File: src/rtl/mem_access_stage_if.sv
// Data-memory request/acknowledge bus between the MEM stage and the data memory.
// The stage owns the request side; the memory returns read data with a one-cycle ack.
interface mem_access_stage_if;
    localparam int unsigned XLEN = 32;

    logic            Dm_Req;
    logic            Dm_We;
    logic [XLEN-1:0] Dm_Addr;
    logic [XLEN-1:0] Dm_Wdata;
    logic [XLEN-1:0] Dm_Rdata;
    logic            Dm_Ack;

    modport master (
        output Dm_Req, Dm_We, Dm_Addr, Dm_Wdata,
        input  Dm_Rdata, Dm_Ack
    );

    modport slave (
        input  Dm_Req, Dm_We, Dm_Addr, Dm_Wdata,
        output Dm_Rdata, Dm_Ack
    );
endinterface

File: src/rtl/mem_access_stage.sv
// MEM stage: word loads/stores over a variable-latency req/ack bus with timeout,
// upstream stall while an access is in flight, branch/jump redirect and MEM/WB register.
module mem_access_stage #(
    parameter  int unsigned MAX_WAIT = 255,
    localparam int unsigned XLEN     = 32,
    localparam int unsigned REGW     = 5
) (
    input  logic              Clk,
    input  logic              Rst_n,
    input  logic              M_Valid,
    input  logic              M_MemRead,
    input  logic              M_MemWrite,
    input  logic              M_RegWrite,
    input  logic              M_MemtoReg,
    input  logic              M_Branch,
    input  logic              M_Jump,
    input  logic              M_Zero,
    input  logic              M_Overflow,
    input  logic [XLEN-1:0]   M_Btarg,
    input  logic [XLEN-1:0]   M_Jtarg,
    input  logic [XLEN-1:0]   M_ALUout,
    input  logic [XLEN-1:0]   M_busB,
    input  logic [REGW-1:0]   M_Rw,
    mem_access_stage_if.master dm,
    output logic              Mem_Stall,
    output logic [1:0]        PC_Sel,
    output logic [XLEN-1:0]   PC_Targ,
    output logic              W_Valid,
    output logic              W_RegWrite,
    output logic [REGW-1:0]   W_Rw,
    output logic [XLEN-1:0]   W_busW,
    output logic [1:0]        W_Exc
);
    localparam int unsigned CNTW = 8;

    localparam logic [1:0] EXC_NONE = 2'b00;
    localparam logic [1:0] EXC_OVF  = 2'b01;
    localparam logic [1:0] EXC_MIS  = 2'b10;
    localparam logic [1:0] EXC_BUS  = 2'b11;

    localparam logic [1:0] SEL_SEQ  = 2'b00;
    localparam logic [1:0] SEL_BR   = 2'b01;
    localparam logic [1:0] SEL_JMP  = 2'b10;

    typedef enum logic [1:0] {S_IDLE, S_REQ, S_WAIT, S_DONE} state_t;

    state_t            state;
    logic [CNTW-1:0]   wait_cnt;
    logic [REGW-1:0]   lat_rw;
    logic              lat_regwrite;
    logic              lat_memtoreg;

    logic              is_mem;
    logic              misaligned;
    logic              mem_op;
    logic [1:0]        slot_exc;
    logic              timeout;
    logic              access_end;

    // Classify the EX/MEM slot; overflow outranks misalignment and both block the bus.
    always_comb begin
        is_mem     = M_MemRead | M_MemWrite;
        misaligned = (M_ALUout[1:0] != 2'b00);
        mem_op     = M_Valid & is_mem & ~M_Overflow & ~misaligned;
        slot_exc   = EXC_NONE;
        if (M_Valid && M_Overflow)
            slot_exc = EXC_OVF;
        else if (M_Valid && is_mem && misaligned)
            slot_exc = EXC_MIS;
    end

    // An ack on the final WAIT cycle wins over the timeout.
    always_comb begin
        timeout    = (state == S_WAIT) && !dm.Dm_Ack && (wait_cnt == CNTW'(MAX_WAIT - 1));
        access_end = ((state == S_REQ) || (state == S_WAIT)) && (dm.Dm_Ack || timeout);
    end

    assign Mem_Stall = ((state == S_IDLE) && mem_op) || (state == S_REQ) || (state == S_WAIT);

    // Redirect only once the slot is actually leaving the stage.
    always_comb begin
        PC_Sel  = SEL_SEQ;
        PC_Targ = '0;
        if (M_Valid && !Mem_Stall) begin
            if (M_Jump) begin
                PC_Sel  = SEL_JMP;
                PC_Targ = M_Jtarg;
            end else if (M_Branch && M_Zero) begin
                PC_Sel  = SEL_BR;
                PC_Targ = M_Btarg;
            end
        end
    end

    always_ff @(negedge Clk) begin
        if (!Rst_n) begin
            state        <= S_IDLE;
            wait_cnt     <= '0;
            dm.Dm_Req    <= 1'b0;
            dm.Dm_We     <= 1'b0;
            dm.Dm_Addr   <= '0;
            dm.Dm_Wdata  <= '0;
            lat_rw       <= '0;
            lat_regwrite <= 1'b0;
            lat_memtoreg <= 1'b0;
            W_Valid      <= 1'b0;
            W_RegWrite   <= 1'b0;
            W_Rw         <= '0;
            W_busW       <= '0;
            W_Exc        <= EXC_NONE;
        end else begin
            case (state)
                S_IDLE: begin
                    if (mem_op) begin
                        state        <= S_REQ;
                        wait_cnt     <= '0;
                        dm.Dm_Req    <= 1'b1;
                        dm.Dm_We     <= M_MemWrite;
                        dm.Dm_Addr   <= {M_ALUout[XLEN-1:2], 2'b00};
                        dm.Dm_Wdata  <= M_busB;
                        lat_rw       <= M_Rw;
                        lat_regwrite <= M_RegWrite & ~M_MemWrite;
                        lat_memtoreg <= M_MemtoReg;
                        W_Valid      <= 1'b0;
                        W_RegWrite   <= 1'b0;
                        W_Rw         <= '0;
                        W_busW       <= '0;
                        W_Exc        <= EXC_NONE;
                    end else begin
                        W_Valid    <= M_Valid;
                        W_RegWrite <= M_Valid & M_RegWrite & ~M_MemWrite & (slot_exc == EXC_NONE);
                        W_Rw       <= M_Rw;
                        W_busW     <= M_ALUout;
                        W_Exc      <= slot_exc;
                    end
                end
                S_REQ, S_WAIT: begin
                    if (access_end) begin
                        state      <= S_DONE;
                        dm.Dm_Req  <= 1'b0;
                        W_Valid    <= 1'b1;
                        W_RegWrite <= lat_regwrite & dm.Dm_Ack;
                        W_Rw       <= lat_rw;
                        W_busW     <= lat_memtoreg ? (dm.Dm_Ack ? dm.Dm_Rdata : '0) : dm.Dm_Addr;
                        W_Exc      <= dm.Dm_Ack ? EXC_NONE : EXC_BUS;
                    end else begin
                        state    <= S_WAIT;
                        wait_cnt <= (state == S_REQ) ? '0 : wait_cnt + CNTW'(1);
                    end
                end
                S_DONE: begin
                    // Result was presented this cycle; the slot still holds the finished access.
                    state      <= S_IDLE;
                    W_Valid    <= 1'b0;
                    W_RegWrite <= 1'b0;
                    W_Rw       <= '0;
                    W_busW     <= '0;
                    W_Exc      <= EXC_NONE;
                end
                default: state <= S_IDLE;
            endcase
        end
    end
endmodule

File: src/flat_wrapper.sv
// flat-port wrapper written by rule: the top's interface ports become plain ports
module mem_access_stage_flat 
#(
    parameter  int unsigned MAX_WAIT = 255,
    localparam int unsigned XLEN     = 32,
    localparam int unsigned REGW     = 5
)
  (Clk, Rst_n, M_Valid, M_MemRead, M_MemWrite, M_RegWrite, M_MemtoReg, M_Branch, M_Jump, M_Zero, M_Overflow, M_Btarg, M_Jtarg, M_ALUout, M_busB, M_Rw, Mem_Stall, PC_Sel, PC_Targ, W_Valid, W_RegWrite, W_Rw, W_busW, W_Exc, dm_Dm_Req, dm_Dm_We, dm_Dm_Addr, dm_Dm_Wdata, dm_Dm_Rdata, dm_Dm_Ack);
  mem_access_stage_if dm_i ();
  input  logic Clk;
  input  logic Rst_n;
  input  logic M_Valid;
  input  logic M_MemRead;
  input  logic M_MemWrite;
  input  logic M_RegWrite;
  input  logic M_MemtoReg;
  input  logic M_Branch;
  input  logic M_Jump;
  input  logic M_Zero;
  input  logic M_Overflow;
  input  logic [XLEN-1:0] M_Btarg;
  input  logic [XLEN-1:0] M_Jtarg;
  input  logic [XLEN-1:0] M_ALUout;
  input  logic [XLEN-1:0] M_busB;
  input  logic [REGW-1:0] M_Rw;
  output logic Mem_Stall;
  output logic [1:0] PC_Sel;
  output logic [XLEN-1:0] PC_Targ;
  output logic W_Valid;
  output logic W_RegWrite;
  output logic [REGW-1:0] W_Rw;
  output logic [XLEN-1:0] W_busW;
  output logic [1:0] W_Exc;
  output wire logic [$bits(dm_i.Dm_Req)-1:0] dm_Dm_Req;
  output wire logic [$bits(dm_i.Dm_We)-1:0] dm_Dm_We;
  output wire logic [$bits(dm_i.Dm_Addr)-1:0] dm_Dm_Addr;
  output wire logic [$bits(dm_i.Dm_Wdata)-1:0] dm_Dm_Wdata;
  input wire logic [$bits(dm_i.Dm_Rdata)-1:0] dm_Dm_Rdata;
  input wire logic [$bits(dm_i.Dm_Ack)-1:0] dm_Dm_Ack;
  assign dm_Dm_Req = dm_i.Dm_Req;
  assign dm_Dm_We = dm_i.Dm_We;
  assign dm_Dm_Addr = dm_i.Dm_Addr;
  assign dm_Dm_Wdata = dm_i.Dm_Wdata;
  assign dm_i.Dm_Rdata = dm_Dm_Rdata;
  assign dm_i.Dm_Ack = dm_Dm_Ack;
  mem_access_stage #(.MAX_WAIT(MAX_WAIT)) u_core (.Clk(Clk), .Rst_n(Rst_n), .M_Valid(M_Valid), .M_MemRead(M_MemRead), .M_MemWrite(M_MemWrite), .M_RegWrite(M_RegWrite), .M_MemtoReg(M_MemtoReg), .M_Branch(M_Branch), .M_Jump(M_Jump), .M_Zero(M_Zero), .M_Overflow(M_Overflow), .M_Btarg(M_Btarg), .M_Jtarg(M_Jtarg), .M_ALUout(M_ALUout), .M_busB(M_busB), .M_Rw(M_Rw), .dm(dm_i), .Mem_Stall(Mem_Stall), .PC_Sel(PC_Sel), .PC_Targ(PC_Targ), .W_Valid(W_Valid), .W_RegWrite(W_RegWrite), .W_Rw(W_Rw), .W_busW(W_busW), .W_Exc(W_Exc));
endmodule
File: config.mk
export PLATFORM = sky130hd
export DESIGN_NAME = mem_access_stage_flat
export DESIGN_NICKNAME = d
export VERILOG_FILES = /design/src/rtl/mem_access_stage_if.sv /design/src/rtl/mem_access_stage.sv /design/src/flat_wrapper.sv
export SDC_FILE = /design/constraint.sdc
export NUM_CORES = 1
export LEC_CHECK = 0
export BUFFER_PORTS_ARGS = -buffer_cell sky130_fd_sc_hd__clkbuf_2
export CAP_MARGIN = 10
export CORE_AREA = 2 2 125 127
export CTS_CLUSTER_DIAMETER = 200
export DETAILED_ROUTE_END_ITERATION = 10
export DIE_AREA = 0 0 127 129
export PLACE_DENSITY = 0.72
export RECOVER_POWER = 25
export SLEW_MARGIN = 10
export SYNTH_ARGS = -nofsm -noshare
export SYNTH_HDL_FRONTEND = slang
export SYNTH_SLANG_ARGS = --single-unit
File: constraint.sdc
create_clock -name Clk -period 6.2 [get_ports Clk]
set_input_delay 1.24 -clock Clk [delete_from_list [all_inputs] [get_ports Clk]]
set_output_delay 1.24 -clock Clk [all_outputs]
set_load 0.1 [all_outputs]
==> flow_metrics.py, run 1 <==
metrics = {
    "outcome": {
        "outcome": "complete, but fails checks",
        "violations": "setup timing",
    },
    "min_path": {
        "hold_path.startpoint": "u_core.dm.Dm_Wdata[7]",
        "min_path_cells": 2,
        "holdPathEnd": "u_core.dm.Dm_Wdata[7]",
        "hp-class": "flip-flop to flip-flop",
    },
    "worst_setup_path": {
        "crit_type": "flip-flop to output port",
        "crit_path_end_kind": "output port",
        "cp-start-kind": "flip-flop",
        "worst-path-max-fanout": 11,
        "rr_worst_depth": 9,
        "worstReg2RegEnd": "u_core.W_busW[20]",
        "r2r_start": "u_core.state[1]",
        "reg2reg_slack_ns": 3.31,
        "crit_arrival_ns": 5.11,
        "crit_required_ns": 4.96,
    },
    "sta": {
        "slew_viol_final": 0,
        "setup_viol": 33,
        "clock_skew_ns": 0.0196,
        "tightest_slew_ns": 1.36,
        "setup_slack_ns": -0.154,
        "relSlewSlack_pct": 8.74,
        "finalHoldViolCount": 0,
        "fin_tns_setup_ns": -4.50,
        "rsz0062_at_grt": "true",
    },
    "final_layout": {
        "seq_area_mm2": 0.00245,
        "layout-drive-gt1-share_pct": 39.8,
        "area_growth_pct": 71.3,
        "multi_input_area_mm2": 0.00307,
        "fin_nets": 1254,
        "n_fill_cell": 1308,
        "insertedDiodeCount": 0,
        "layoutNonFillerInstCount": 1271,
    },
    "logic_synthesis": {
        "synthArstFlopShare_pct": 0,
        "synth_top_area_share_pct": 44.6,
        "yosys.area.top_type": "dfxtp_1",
        "syn-instance-count": 637,
        "synth-edff-count": 0,
        "synthTopCellsByArea": "dfxtp_1, nand2_1, a21boi_0, a222oi_1, a22o_1",
        "syn_area_mm2": 0.00548,
        "yosysUniqueCellTypes": 51,
        "synthFlopType": "dfxtp_1",
        "yosysSeqAreaShare_pct": 44.6,
        "synth-seq-cells": 122,
        "yosysWarnings": 0,
        "syn_avg_cell_area_um2": 8.60,
    },
    "global_routing": {
        "track_usage_pct": 25.0,
        "grt_antenna_before_repair": 0,
        "grt_start_max_net_pins": 85,
        "grt_pass1_wl_mm": 32.2,
        "grt-ovfl-total": 0,
        "grt_pass1_vias": 6551,
    },
    "cts": {
        "tritoncts": "yes",
        "clock_latency_ns": 0.45,
        "htree_levels": 4,
        "cts_buffers": 17,
        "root_buffer": "clkbuf_16",
        "cts.sinks": 122,
        "clk_path_buf_depth": 2,
        "cts.clk_slew.worst_paths_ns": 0.03,
    },
    "die": {
        "core_area_mm2": 0.0150,
        "ios": 319,
        "fp-row-count": 45,
        "dieArea_mm2": 0.0164,
        "fp.dieW_um": 127,
        "initial_core_util_pct": 36.6,
        "fp.dieH_um": 129,
    },
    "routing": {
        "vias": 6616,
        "first_pass_iters": 5,
        "wl_per_cell_um": 16.8,
        "ant_nets": 0,
        "drtIter0Drc": 441,
        "avgViaCountPerCell": 5.21,
        "drc": 0,
        "wl_mm": 21.4,
    },
    "power_and_ir_drop": {
        "power_density_mw_per_mm2": 466,
        "power_leakage_nw": 4.66,
        "ir_worst_vdd_uv": 383,
    },
    "place": {
        "port_buffers": 316,
        "gp_congestion": 0.774,
        "place_inst": 1100,
        "dp_hpwl_mm": 14.5,
    },
    "job": {
        "cap_violations": 0,
    },
}
## how the worst max path moves through the flow
| stage | startpoint | depth (start not counted) | endpoint | slack [ns] |
|---|---|---|---|---|
| after floorplan | u_core.state[0] | 7 | PC_Targ[22] | -0.03 |
| after global placement | M_Valid | 6 | u_core.W_busW[12] | 0.14 |
| after detailed placement | u_core.state[0] | 7 | PC_Targ[1] | 0.08 |
| after CTS | u_core.state[1] | 8 | PC_Targ[1] | -0.15 |
| after global routing | u_core.state[1] | 8 | PC_Targ[31] | -0.21 |
| final | u_core.state[1] | 8 | PC_Targ[29] | -0.15 |
## report_power, final
group          internal (mW)  leakage [nW]  switching [mW]
Combinational          0.529          2.71            1.54
Clock                  0.739         0.955           0.587
Sequential             0.914         0.995          0.0675
## cells by family (layout without fill, tap and decap cells)
group / count (synthesis) / count (layout) / synth area share (%)
flops: 122 / 122 / 44.6
compound gates: 247 / 247 / 32.8
other cells: 1 / 2 / 0.0685
buf+inv: 69 / 514 / 5.64
simple gates: 188 / 188 / 14.8
mux: 2 / 2 / 0.388
fa+ha+maj: 7 / 7 / 1.60
xor+xnor: 1 / 1 / 0.160
## Yosys cell counts (3+ instances only)
| cell type | instances |
|---|---|
| a21boi_0 | 71 |
| a21oi_1 | 41 |
| a222oi_1 | 30 |
| a22o_1 | 33 |
| a22oi_1 | 7 |
| and3_1 | 3 |
| buf_2 | 16 |
| buf_6 | 3 |
| clkbuf_1 | 39 |
| dfxtp_1 | 122 |
| ha_1 | 7 |
| inv_1 | 9 |
| nand2_1 | 152 |
| nand4_1 | 3 |
| nor2_1 | 7 |
| nor2b_1 | 4 |
| nor4_1 | 3 |
| o211a_1 | 4 |
| o21ai_0 | 43 |
| o22a_1 | 3 |
## metal layers
metal	part of all wire [%]	global-route usage, %	up-vias	wire, um
met4	2.5	12.5	0	532
met5	0	0	-	0
met2	52	44.2	337	11100
met1	36	24.7	3058	7690
met3	9.8	11.8	42	2100
li1	-	-	3179	-
## repair_timing
action | in CTS | in global routing
hold buffers | 0 | 0
gates resized for setup | 46 | 2
setup endpoints to repair | 34 | 33
cloned | 2 | 3
setup buffers | 11 | 4
pin swaps | 23 | 2
## area by class of cell
type                    instances  share of cell area [%]
clock buffers                  17                    4.53
clock inverters               137                    6.74
inverters                       8                   0.373
multi-input cells             447                    32.7
flip-flops and latches        122                    26.1
well taps                     188                    2.51
repair buffers                352                    27.0
## cell usage in the layout, fill, tap and decap left out, drive strengths merged, types with 2 or more instances in the layout
master / instances
and3: 3
o21ai: 44
ha: 7
a21oi: 42
bufinv: 3
nand4: 3
o311ai: 2
buf: 70
nand2: 152
a21boi: 71
nor2: 7
o22a: 3
o211a: 4
clkbuf: 299
o2bb2ai: 2
nor4: 3
a22oi: 7
or2: 2
a222oi: 30
and4: 2
inv: 137
clkinv: 4
nand3: 3
nor3: 2
conb: 2
nor4b: 2
dfxtp: 122
a22o: 33
nor2b: 4
## critical path, cell delays in order, from the launching register on
cell,delay [ns]
dfxtp_4,0.36
inv_4,0.07
ha_4,0.14
nand3_4,0.07
buf_6,0.13
and4_4,0.23
buf_12,0.16
a22o_4,0.24
buf_12,0.17
## metrics by stage
stage / util (%) / hold slack (ns) / instance area [um^2] / setup WS (ns) / power (mW)
floorplan: - / 0.442 / 5590 / -0.0258 / 2.58
detailed placement: 52.7 / 0.455 / 7900 / 0.0839 / 3.06
global placement: 52.7 / 0.449 / 7900 / 0.139 / 3.06
global route: 62.6 / 0.478 / 9380 / -0.214 / 4.60
CTS: 62.2 / 0.459 / 9320 / -0.149 / 4.38
finish: 62.6 / 0.456 / 9380 / -0.154 / 4.37
## sequential cells by signal (all words and copies together), names as in the netlist, 2 cells and up
| name | count |
|---|---|
| u_core.wait_cnt | 8 |
| u_core.W_Rw | 5 |
| u_core.dm.Dm_Wdata | 32 |
| u_core.lat_rw | 5 |
| u_core.W_Exc | 2 |
| u_core.W_busW | 32 |
| u_core.dm.Dm_Addr | 30 |
| u_core.state | 2 |
(Power assumes the default switching activity.)
==> inputs of run 2 (changes only) <==
--- a/constraint.sdc
+++ b/constraint.sdc
@@ -3,2 +3,2 @@
 set_output_delay 1.24 -clock Clk [all_outputs]
-set_load 0.1 [all_outputs]
+set_load 0.005 [all_outputs]
==> flow_metrics.py, run 2 (synthesized netlist as in run 1, its figures left out) <==
metrics = {
    "place": {
        "gp_congestion": 0.825,
        "dp_hpwl_mm": 13.7,
        "place_inst": 1096,
        "port_buffers": 316,
        "dpl_worst_slack_ns": 0.284,
    },
    "final_layout": {
        "seq_area_mm2": 0.00245,
        "final_util_pct": 56.5,
        "area_growth_pct": 54.6,
        "insertedDiodeCount": 0,
        "largestRegisters": "u_core.W_busW: 32 flops, u_core.dm.Dm_Wdata: 32 flops, u_core.dm.Dm_Addr: 30 flops",
        "fin_nets": 1247,
        "final_common_cell": "clkbuf_2",
        "mostFrequentLayoutCells": "clkbuf_2, nand2_1, inv_1, dfxtp_1, a21boi_0",
        "layoutNonFillerInstCount": 1263,
        "layout-drive-gt1-share_pct": 33.5,
        "n_fill_cell": 1403,
        "multi_input_area_mm2": 0.00281,
    },
    "sta": {
        "setup_slack_ns": -0.100,
        "relSlewSlack_pct": -3.17,
        "clock_skew_ns": 0.0241,
        "slew_viol_final": 104,
        "rsz0062_at_grt": "true",
        "finalHoldViolCount": 0,
        "setup_viol": 32,
        "tightest_slew_ns": 1.55,
        "whs_ns": 0.461,
    },
    "global_routing": {
        "grt_pass1_wl_mm": 32.1,
        "track_usage_pct": 25.0,
        "grt_antenna_before_repair": 1,
        "grt_start_max_net_pins": 104,
        "grt_pass1_vias": 6746,
        "grt-ovfl-total": 0,
    },
    "routing": {
        "drtIter0Drc": 552,
        "vias": 6622,
        "wl_mm": 21.1,
        "ant_nets": 0,
        "first_pass_iters": 5,
        "wl_per_cell_um": 16.7,
        "drc": 0,
        "avgViaCountPerCell": 5.24,
    },
    "worst_setup_path": {
        "cp-startpoint": "u_core.state[1]",
        "rr_worst_depth": 8,
        "reg2reg_slack_ns": 3.15,
        "worst-path-max-fanout": 8,
        "crit_required_ns": 4.96,
        "crit_type": "flip-flop to output port",
        "r2r_start": "u_core.state[0]",
        "crit_path_end_kind": "output port",
        "crit_arrival_ns": 5.06,
        "worstReg2RegEnd": "u_core.W_busW[23]",
        "cp-start-kind": "flip-flop",
    },
    "die": {
        "fp.dieW_um": 127,
        "core_area_mm2": 0.0150,
        "fp.dieH_um": 129,
        "fp-row-count": 45,
        "ios": 319,
        "dieArea_mm2": 0.0164,
        "initial_core_util_pct": 36.6,
    },
    "cts": {
        "cts_buffers": 17,
        "tritoncts": "yes",
        "root_buffer": "clkbuf_16",
        "cts.clk_slew.worst_paths_ns": 0.03,
        "htree_levels": 4,
        "hold_buffers": 0,
        "clk_path_buf_depth": 2,
        "clock_latency_ns": 0.46,
        "cts.sinks": 122,
    },
    "outcome": {
        "outcome": "complete, but fails checks",
        "violations": "capacitance limit, slew limit, setup timing",
    },
    "power_and_ir_drop": {
        "power.internal_mw": 2.00,
        "power_density_mw_per_mm2": 369,
        "pwr-share-seq_pct": 31.5,
        "comb_power_share_pct": 26.9,
        "power_switching_mw": 1.13,
        "power_mw": 3.12,
        "clkPwrFrac_pct": 41.6,
        "power_leakage_nw": 4.18,
        "ir_worst_vdd_uv": 199,
        "swShare_pct": 36.1,
    },
    "min_path": {
        "min_path_cells": 2,
        "hold_path.startpoint": "u_core.lat_rw[1]",
        "hp-class": "flip-flop to flip-flop",
        "holdPathEnd": "u_core.lat_rw[1]",
    },
    "job": {
        "cap_violations": 1,
    },
}
[run 2: power groups by stage]
| stage | registers, mW | clock network [mW] | logic (mW) |
|---|---|---|---|
| detailed placement | 0.982 | 0.120 | 0.761 |
| CTS | 0.982 | 1.34 | 0.840 |
| finish | 0.984 | 1.30 | 0.839 |
| floorplan | 0.988 | 0.120 | 0.402 |
| global placement | 0.981 | 0.120 | 0.752 |
| global route | 0.996 | 1.43 | 0.917 |
[run 2: area by class of cell]
cell class                 count  share of cell area (%)
inverter                       8                   0.443
sequential                   122                    28.9
timing repair buffer         345                    22.5
clock buffer                  17                    5.02
clock inverter               136                    7.12
multi-input combinational    447                    33.2
tap                          188                    2.78
[run 2: how the worst max path moves through the flow]
stage               cells past startpoint           endpoint
floorplan                               7        PC_Targ[22]
global placement                        6   u_core.W_busW[5]
detailed placement                      6  u_core.W_busW[23]
CTS                                     8        PC_Targ[20]
global route                            8        PC_Targ[29]
finish                                  8        PC_Targ[16]
[run 2: through the flow]
| stage | TNS, ns | area, um^2 |
|---|---|---|
| after floorplan | 0 | 5480 |
| after global placement | 0 | 7220 |
| after detailed placement | 0 | 7220 |
| after CTS | -1.74 | 8530 |
| after global routing | -4.91 | 8470 |
| final | -2.57 | 8470 |
[run 2: critical path, stage by stage (launching register included)]
cell     delay (ns)
dfxtp_4        0.36
inv_4          0.08
ha_4           0.15
nand3_4        0.07
and4_4         0.23
buf_6          0.14
buf_16         0.14
a22o_1         0.22
buf_2          0.12
[run 2: routing by layer]
layer  vias up  global-route usage, %  wire length [um]
met5         -                      0                13
met4         2                   16.5               746
met3        54                   11.2              2030
met2       362                   43.3             10700
met1      3041                   24.1              7610
li1       3163                      -                 -
[run 2: what timing repair did]
| action | 4_1_cts | 5_1_grt |
|---|---|---|
| setup endpoints to repair | 35 | 33 |
| buffers inserted | 11 | 0 |
| gates resized for setup | 26 | 12 |
| cloned | 4 | 0 |
| pin swaps | 20 | 1 |
